--- src/rtl/key_click_decoder_if.sv ---
// Key gesture interface: debounced key inputs toward the decoder,
// gesture pulses and busy back to the application side.
interface key_click_decoder_if;
    logic key_in;
    logic key_flag;
    logic single_click;
    logic double_click;
    logic long_press;
    logic busy;

    modport master (
        output key_in,
        output key_flag,
        input  single_click,
        input  double_click,
        input  long_press,
        input  busy
    );

    modport slave (
        input  key_in,
        input  key_flag,
        output single_click,
        output double_click,
        output long_press,
        output busy
    );
endinterface

--- src/rtl/key_click_decoder.sv ---
// Single/double click (and long press when LONG_PRESS_EN is defined)
// classifier fed by the debounce stage's one-cycle key_flag pulse.
module key_click_decoder #(
    parameter logic [23:0] CNT_WIN  = 24'd14_999_999,
    parameter logic [25:0] CNT_LONG = 26'd49_999_999
) (
    input  logic               sys_clk,
    input  logic               sys_rst_n,
    key_click_decoder_if.slave kc
);

    typedef enum logic [1:0] {
        IDLE  = 2'd0,
        FIRST = 2'd1,
        PRESS = 2'd2,
        HELD  = 2'd3
    } state_t;

    state_t      state;
    state_t      state_nxt;
    logic [23:0] win_cnt;
    logic        win_end;
    logic        single_nxt;
    logic        double_nxt;
    logic        single_q;
    logic        double_q;

    assign win_end = (win_cnt == CNT_WIN);

    // held at zero outside FIRST, so it starts from zero on entry
    always_ff @(posedge sys_clk or negedge sys_rst_n) begin
        if (!sys_rst_n)
            win_cnt <= '0;
        else if (state != FIRST)
            win_cnt <= '0;
        else
            win_cnt <= win_cnt + 24'd1;
    end

`ifdef LONG_PRESS_EN
    logic [25:0] long_cnt;
    logic        long_end;
    logic        long_nxt;
    logic        long_q;

    assign long_end = (long_cnt == CNT_LONG);

    always_ff @(posedge sys_clk or negedge sys_rst_n) begin
        if (!sys_rst_n)
            long_cnt <= '0;
        else if (kc.key_in)
            long_cnt <= '0;
        else if (!long_end)
            long_cnt <= long_cnt + 26'd1;
    end
`endif

    always_ff @(posedge sys_clk or negedge sys_rst_n) begin
        if (!sys_rst_n)
            state <= IDLE;
        else
            state <= state_nxt;
    end

    always_comb begin
        state_nxt  = state;
        single_nxt = 1'b0;
        double_nxt = 1'b0;
`ifdef LONG_PRESS_EN
        long_nxt   = 1'b0;
`endif
        case (state)
            IDLE: begin
                if (kc.key_flag)
                    state_nxt = FIRST;
            end
            FIRST: begin
                if (kc.key_flag) begin
                    double_nxt = 1'b1;
                    state_nxt  = IDLE;
                end else if (win_end) begin
`ifdef LONG_PRESS_EN
                    if (!kc.key_in) begin
                        state_nxt = PRESS;
                    end else begin
                        single_nxt = 1'b1;
                        state_nxt  = IDLE;
                    end
`else
                    single_nxt = 1'b1;
                    state_nxt  = IDLE;
`endif
                end
            end
`ifdef LONG_PRESS_EN
            // release beats the hold timer when both land together
            PRESS: begin
                if (kc.key_in) begin
                    single_nxt = 1'b1;
                    state_nxt  = IDLE;
                end else if (long_end) begin
                    long_nxt  = 1'b1;
                    state_nxt = HELD;
                end
            end
            HELD: begin
                if (kc.key_in)
                    state_nxt = IDLE;
            end
`endif
            default: state_nxt = IDLE;
        endcase
    end

    always_ff @(posedge sys_clk or negedge sys_rst_n) begin
        if (!sys_rst_n) begin
            single_q <= 1'b0;
            double_q <= 1'b0;
        end else begin
            single_q <= single_nxt;
            double_q <= double_nxt;
        end
    end

`ifdef LONG_PRESS_EN
    always_ff @(posedge sys_clk or negedge sys_rst_n) begin
        if (!sys_rst_n)
            long_q <= 1'b0;
        else
            long_q <= long_nxt;
    end

    assign kc.long_press = long_q;
`else
    assign kc.long_press = 1'b0;
`endif

    assign kc.single_click = single_q;
    assign kc.double_click = double_q;
    assign kc.busy         = (state != IDLE);

endmodule

--- src/flat_wrapper.sv ---
// flat-port wrapper written by rule: the top's interface ports become plain ports
module key_click_decoder_flat 
#(
    parameter logic [23:0] CNT_WIN  = 24'd14_999_999,
    parameter logic [25:0] CNT_LONG = 26'd49_999_999
)
  (sys_clk, sys_rst_n, kc_key_in, kc_key_flag, kc_single_click, kc_double_click, kc_long_press, kc_busy);
  key_click_decoder_if kc_i ();
  input  logic sys_clk;
  input  logic sys_rst_n;
  input wire logic [$bits(kc_i.key_in)-1:0] kc_key_in;
  input wire logic [$bits(kc_i.key_flag)-1:0] kc_key_flag;
  output wire logic [$bits(kc_i.single_click)-1:0] kc_single_click;
  output wire logic [$bits(kc_i.double_click)-1:0] kc_double_click;
  output wire logic [$bits(kc_i.long_press)-1:0] kc_long_press;
  output wire logic [$bits(kc_i.busy)-1:0] kc_busy;
  assign kc_i.key_in = kc_key_in;
  assign kc_i.key_flag = kc_key_flag;
  assign kc_single_click = kc_i.single_click;
  assign kc_double_click = kc_i.double_click;
  assign kc_long_press = kc_i.long_press;
  assign kc_busy = kc_i.busy;
  key_click_decoder #(.CNT_WIN(CNT_WIN), .CNT_LONG(CNT_LONG)) u_core (.sys_clk(sys_clk), .sys_rst_n(sys_rst_n), .kc(kc_i));
endmodule
--- config.mk ---
export PLATFORM = sky130hd
export DESIGN_NAME = key_click_decoder_flat
export DESIGN_NICKNAME = d
export VERILOG_FILES = /design/src/rtl/key_click_decoder_if.sv /design/src/rtl/key_click_decoder.sv /design/src/flat_wrapper.sv
export SDC_FILE = /design/constraint.sdc
export NUM_CORES = 1
export LEC_CHECK = 0
export ABC_AREA = 1
export CAP_MARGIN = 10
export CORE_MARGIN = 1.5
export CORE_UTILIZATION = 63
export CTS_CLUSTER_SIZE = 10
export DETAILED_ROUTE_END_ITERATION = 8
export PLACE_DENSITY = 0.83
export SETUP_SLACK_MARGIN = 0.5
export SLEW_MARGIN = 15
export SYNTH_ARGS = -nofsm -noshare
export SYNTH_HDL_FRONTEND = slang
export SYNTH_SLANG_ARGS = --single-unit
--- constraint.sdc ---
create_clock -name sys_clk -period 3.05 [get_ports sys_clk]
set_input_delay 0.305 -clock sys_clk [delete_from_list [all_inputs] [get_ports sys_clk]]
set_output_delay 0.305 -clock sys_clk [all_outputs]
set_load 0.1 [all_outputs]
======== Word-level counts from Yosys, hierarchy flattened ========
Index checks and enable logic that the tools add are counted.
storage, ports and cells
  register bits ........................... 28
  input bits .............................. 4
  output and inout bits ................... 4
  logic and storage cells ................. 23
operators by class
  add/subtract/negate cells ............... 1
  equality and inequality tests ........... 5
  muxes and demuxes ....................... 10
  reduce and logical (&&, ||, !) cells .... 3
operator list
  cell                                                                     number
  24-bit by 1-bit adder with 24-bit output, second input constant          1
  24-bit == test, second input constant                                    1
  24-bit two-way mux                                                       1
  2-bit two-way mux                                                        3
  1-bit two-way mux                                                        5
  2-bit case mux with 2 select lines                                       1
  3-bit by 2-bit inequality test with 1-bit output, second input constant  1
  2-bit by 1-bit == test with 1-bit output, second input constant          1
  2-bit zero test                                                          1
  2-bit by 1-bit inequality test with 1-bit output, second input constant  1
  2-bit inequality test, second input constant                             1
  2-bit AND reduction                                                      1
  2-bit nonzero test                                                       1

======== Depth between registers and ports, before layout ========
  depth in word-level cells ............... 4
  gate-level depth with buffers ........... 8
  depth with buffers taken out ............ 8

======== Worst setup path after synthesis ========
OpenSTA, ideal clock, no wires.
  kind .................................... flip-flop to flip-flop
  start point ............................. reg u_core.state[0]
  end point ............................... reg u_core.state[0]
  setup time .............................. 0.123 ns
  arrival ................................. 1.569 ns
  data required time ...................... 2.927 ns
  slack ................................... 1.358 ns
  cell stages (with the launch flop) ...... 6
  path buffers ............................ 0
  period minus slack after synthesis ...... 1.692 ns
  path through ............................ dfrtp_1 inv_1 nor2_1 nand4_1 nor2_1 nor2_1
on the way
  longest elaborated chain between the ends .. 3
  elaborated cells between the ends (all ways) .. 6
  those cells by class .................... eq/ne: 3; mux: 1; reduce/logical: 2
ends and longest elaborated chain
  element                                                                                              RTL line                 RTL
  start: declaration                                                                                   key_click_decoder.sv:19  state_t state;
  start signal: assignment                                                                             key_click_decoder.sv:62  state <= state_nxt;
  2-bit by 1-bit == test with 1-bit output or 2-bit zero test (tied branches)                          key_click_decoder.sv:72  case (state)
  3-bit by 2-bit inequality test with 1-bit output (no line) or 2-bit inequality test (tied branches)  -
  2-bit AND reduction (no line)                                                                        -
Several ways; a longest one is shown, not always the timed one.
A chain may end at the register's enable or synchronous reset.

======== Final worst setup path ========
  start point ............................. reg u_core.double_q (netlist: u_core.kc.double_click)
  end point ............................... out kc_double_click
RTL lines
  element                   RTL line                  RTL
  start: declaration        key_click_decoder.sv:26   logic double_q;
  start signal: assignment  key_click_decoder.sv:121  double_q <= double_nxt;
  end: declaration          flat_wrapper.sv:14        output wire logic [$bits(kc_i.double_click)-1:0] kc_double_click;
No word-level cell between the ends.

==> impl_metrics.yaml <==
logic_synthesis:
  ys_seq_area_frac: 0.441
  ys_dominant_reg_cell: "dfrtp_1"
  ys_ff_latch: 27
  async_flop_share: 1.00
  synth_area_leaders: "dfrtp_1 44%, nand2_1 13%, nor2_1 10%"
  synth_edf_count: 0
  netlist_instances: 208
  syn_area_sq_um: 1530
  yosys.cell_types.count: 25
  yosys.area.top_type: "dfrtp_1"
  ys_warn_count: 0
  netlist.area_leader.share: 0.441
  syn-num-nets: 213
  synth.avg_cell_area_sq_um: 7.37
worst_setup_path:
  max_stage_delay_ps: 1120
  cp_max_fo: 1
  cpLargestDelayFamily: "buffers and inverters"
  cp-end-kind: "primary output"
  slowest_stage: "clkdlybuf4s50_1"
  required_ps: 2740
  crit_type: "flop to primary output"
  crit_chain: "clkdlybuf4s50_1"
  start_kind: "flop"
  cp_num_buf_inv: 1
  cp.arrival_ps: 1800
finish:
  syn_to_final_growth_pct: 6.12
  fin_util: 0.721
  fin_area_sq_um: 1630
  layout_common_cells: "53 x nand2_1, 42 x nor2_1, 27 x dfrtp_1"
  num_antenna_cells: 0
  mostFrequentLayoutCell: "nand2_1"
  drive_gt1_frac: 0.0930
  fillers: 181
  final_nets: 221
cts:
  ctsLongestPathBuffers: 2
  holdBufCountCts: 0
  post_cts_buffers: 0
  h-tree-depth: 1
  path_clk_slew_ps: 140
  cts_resized: 0
  cts_made_buffers: 3
  clock_latency_ps: 330
  clock-sinks: 27
  root_buffer: "clkbuf_4"
  cts_tree: "built"
die:
  die_x_microns: 52.3
  core_area_sq_um: 2250
  ioPinCount: 8
  row_count: 17
  start_util: 0.680
  die_y_microns: 52.3
  dieArea_sq_um: 2740
power:
  power_frac_seq: 0.553
  leakagePower_nw: 0.688
  p_sw_frac: 0.394
  ir_worst_vdd_uv: 659
  clockPowerShare: 0.189
  power_density_nw_per_um2: 498
  power_switching_mw: 0.319
  pwr-share-comb: 0.258
  internal-power_mw: 0.491
sta:
  fin_skew_ps: 4.61
  relSlewSlack: 0.353
  finalHoldViolations: 0
  setup_tns_ps: 0
  finalMaxSlewViolations: 0
  max_freq_mhz: 476
  whs_ps: 329
  period_share: 0.689
  worstMarginPinSlew_ps: 967
  period_needed_ps: 2100
  setup_violations: 0
  rsz0062_at_grt: "false"
grt:
  gr-total-overflow: 0
  grt_max_degree: 28
  grt_pass1_wl_microns: 5510
  antenna_found_initial: 0
  grt_pass1_vias: 1282
  grt_usage: 0.278
status:
  status: "complete, no violations"
detailed_routing:
  dr_total_vias: 1318
  vias_per_cell: 5.42
  routed_wl_microns: 3160
  ant_nets: 0
  drt-initial-drc-count: 44
  post_drt_wl_per_cell_microns: 13.0
  drc: 0
  dr.pass1.iters: 4
placement:
  placed_area_sq_um: 1600
  hpwl_microns: 2400
  io_buffers: 5
  routabilityCongestion: 0.850
run:
  cap_viol_max_count: 0
worst_hold_path:
  worstHoldPathType: "primary input to asynchronous set/reset pin"
## cell usage after synthesis, drive strengths merged, types with 3 or more instances
cell   number
o21ai       8
nor2       50
nand4       5
dfrtp      27
nor3        8
nand2      57
nand3       8
inv        21
a21oi      13
buf         3
## state kept, by name (all words and copies together), names as in the netlist
signal and flops:
u_core.kc.single_click 1, u_core.state 1, u_core.win_cnt 24, u_core.kc.double_click 1
## power by group through the flow
stage | Sequential, mW | Clock, mW | Combinational [mW]
global placement | 0.452 | 0 | 0.201
floorplan | 0.494 | 0 | 0.126
detailed placement | 0.454 | 0 | 0.208
CTS | 0.446 | 0.161 | 0.209
finish | 0.448 | 0.153 | 0.209
global route | 0.458 | 0.175 | 0.237
## kinds of logic (layout without fill, tap and decap cells)
| family | after synthesis | count (layout) | share of synthesized area |
|---|---|---|---|
| compound gates | 24 | 24 | 0.0833 |
| xor+xnor | 1 | 1 | 0.00572 |
| fa+ha+maj | 1 | 1 | 0.00816 |
| buf+inv | 24 | 31 | 0.0669 |
| flops | 27 | 27 | 0.441 |
| other cells | 1 | 1 | 0.00245 |
| simple gates | 130 | 130 | 0.393 |
## layer usage
metal / vias to the layer above / share of wire / global-route usage
li1: 672 / - / -
met1: 599 / 0.47 / 0.356
met2: 37 / 0.46 / 0.456
met3: 10 / 0.049 / 0.0371
met4: 0 / 0.024 / 0.141
met5: - / 0 / 0
## layout make-up
class	count	area [sq um]	share of cell area
sequential	27	676	0.415
inverter	21	78.8	0.0485
timing repair buffer	6	55.1	0.0338
tap	28	35.0	0.0215
multi-input combinational	157	754	0.464
clock inverter	1	5.00	0.00308
clock buffer	3	22.5	0.0138
## through the flow
step	cells	total power, mW	worst slack, ps
after detailed placement	239	0.662	1320
after floorplan	208	0.619	1360
after global placement	239	0.653	1320
after global routing	243	0.870	886
after CTS	243	0.817	929
final	243	0.810	948
## final timing paths
check / start / endpoint / slack [ps] / depth (start not counted)
hold / removal: sys_rst_n / u_core.win_cnt[0]$_DFF_PN0_ / 330 / 2
hold reg to reg: u_core.win_cnt[0]$_DFF_PN0_ / u_core.win_cnt[0]$_DFF_PN0_ / 540 / 1
max in group asynchronous: sys_rst_n / u_core.win_cnt[15]$_DFF_PN0_ / 2450 / 2
setup / recovery: u_core.kc.double_click$_DFF_PN0_ / kc_double_click / 950 / 1
setup reg to reg: u_core.state[0]$_DFFE_PN0P_ / u_core.state[0]$_DFFE_PN0P_ / 1380 / 5
min in group sys_clk: u_core.win_cnt[0]$_DFF_PN0_ / u_core.win_cnt[0]$_DFF_PN0_ / 540 / 1
(Power assumes the default switching activity.)
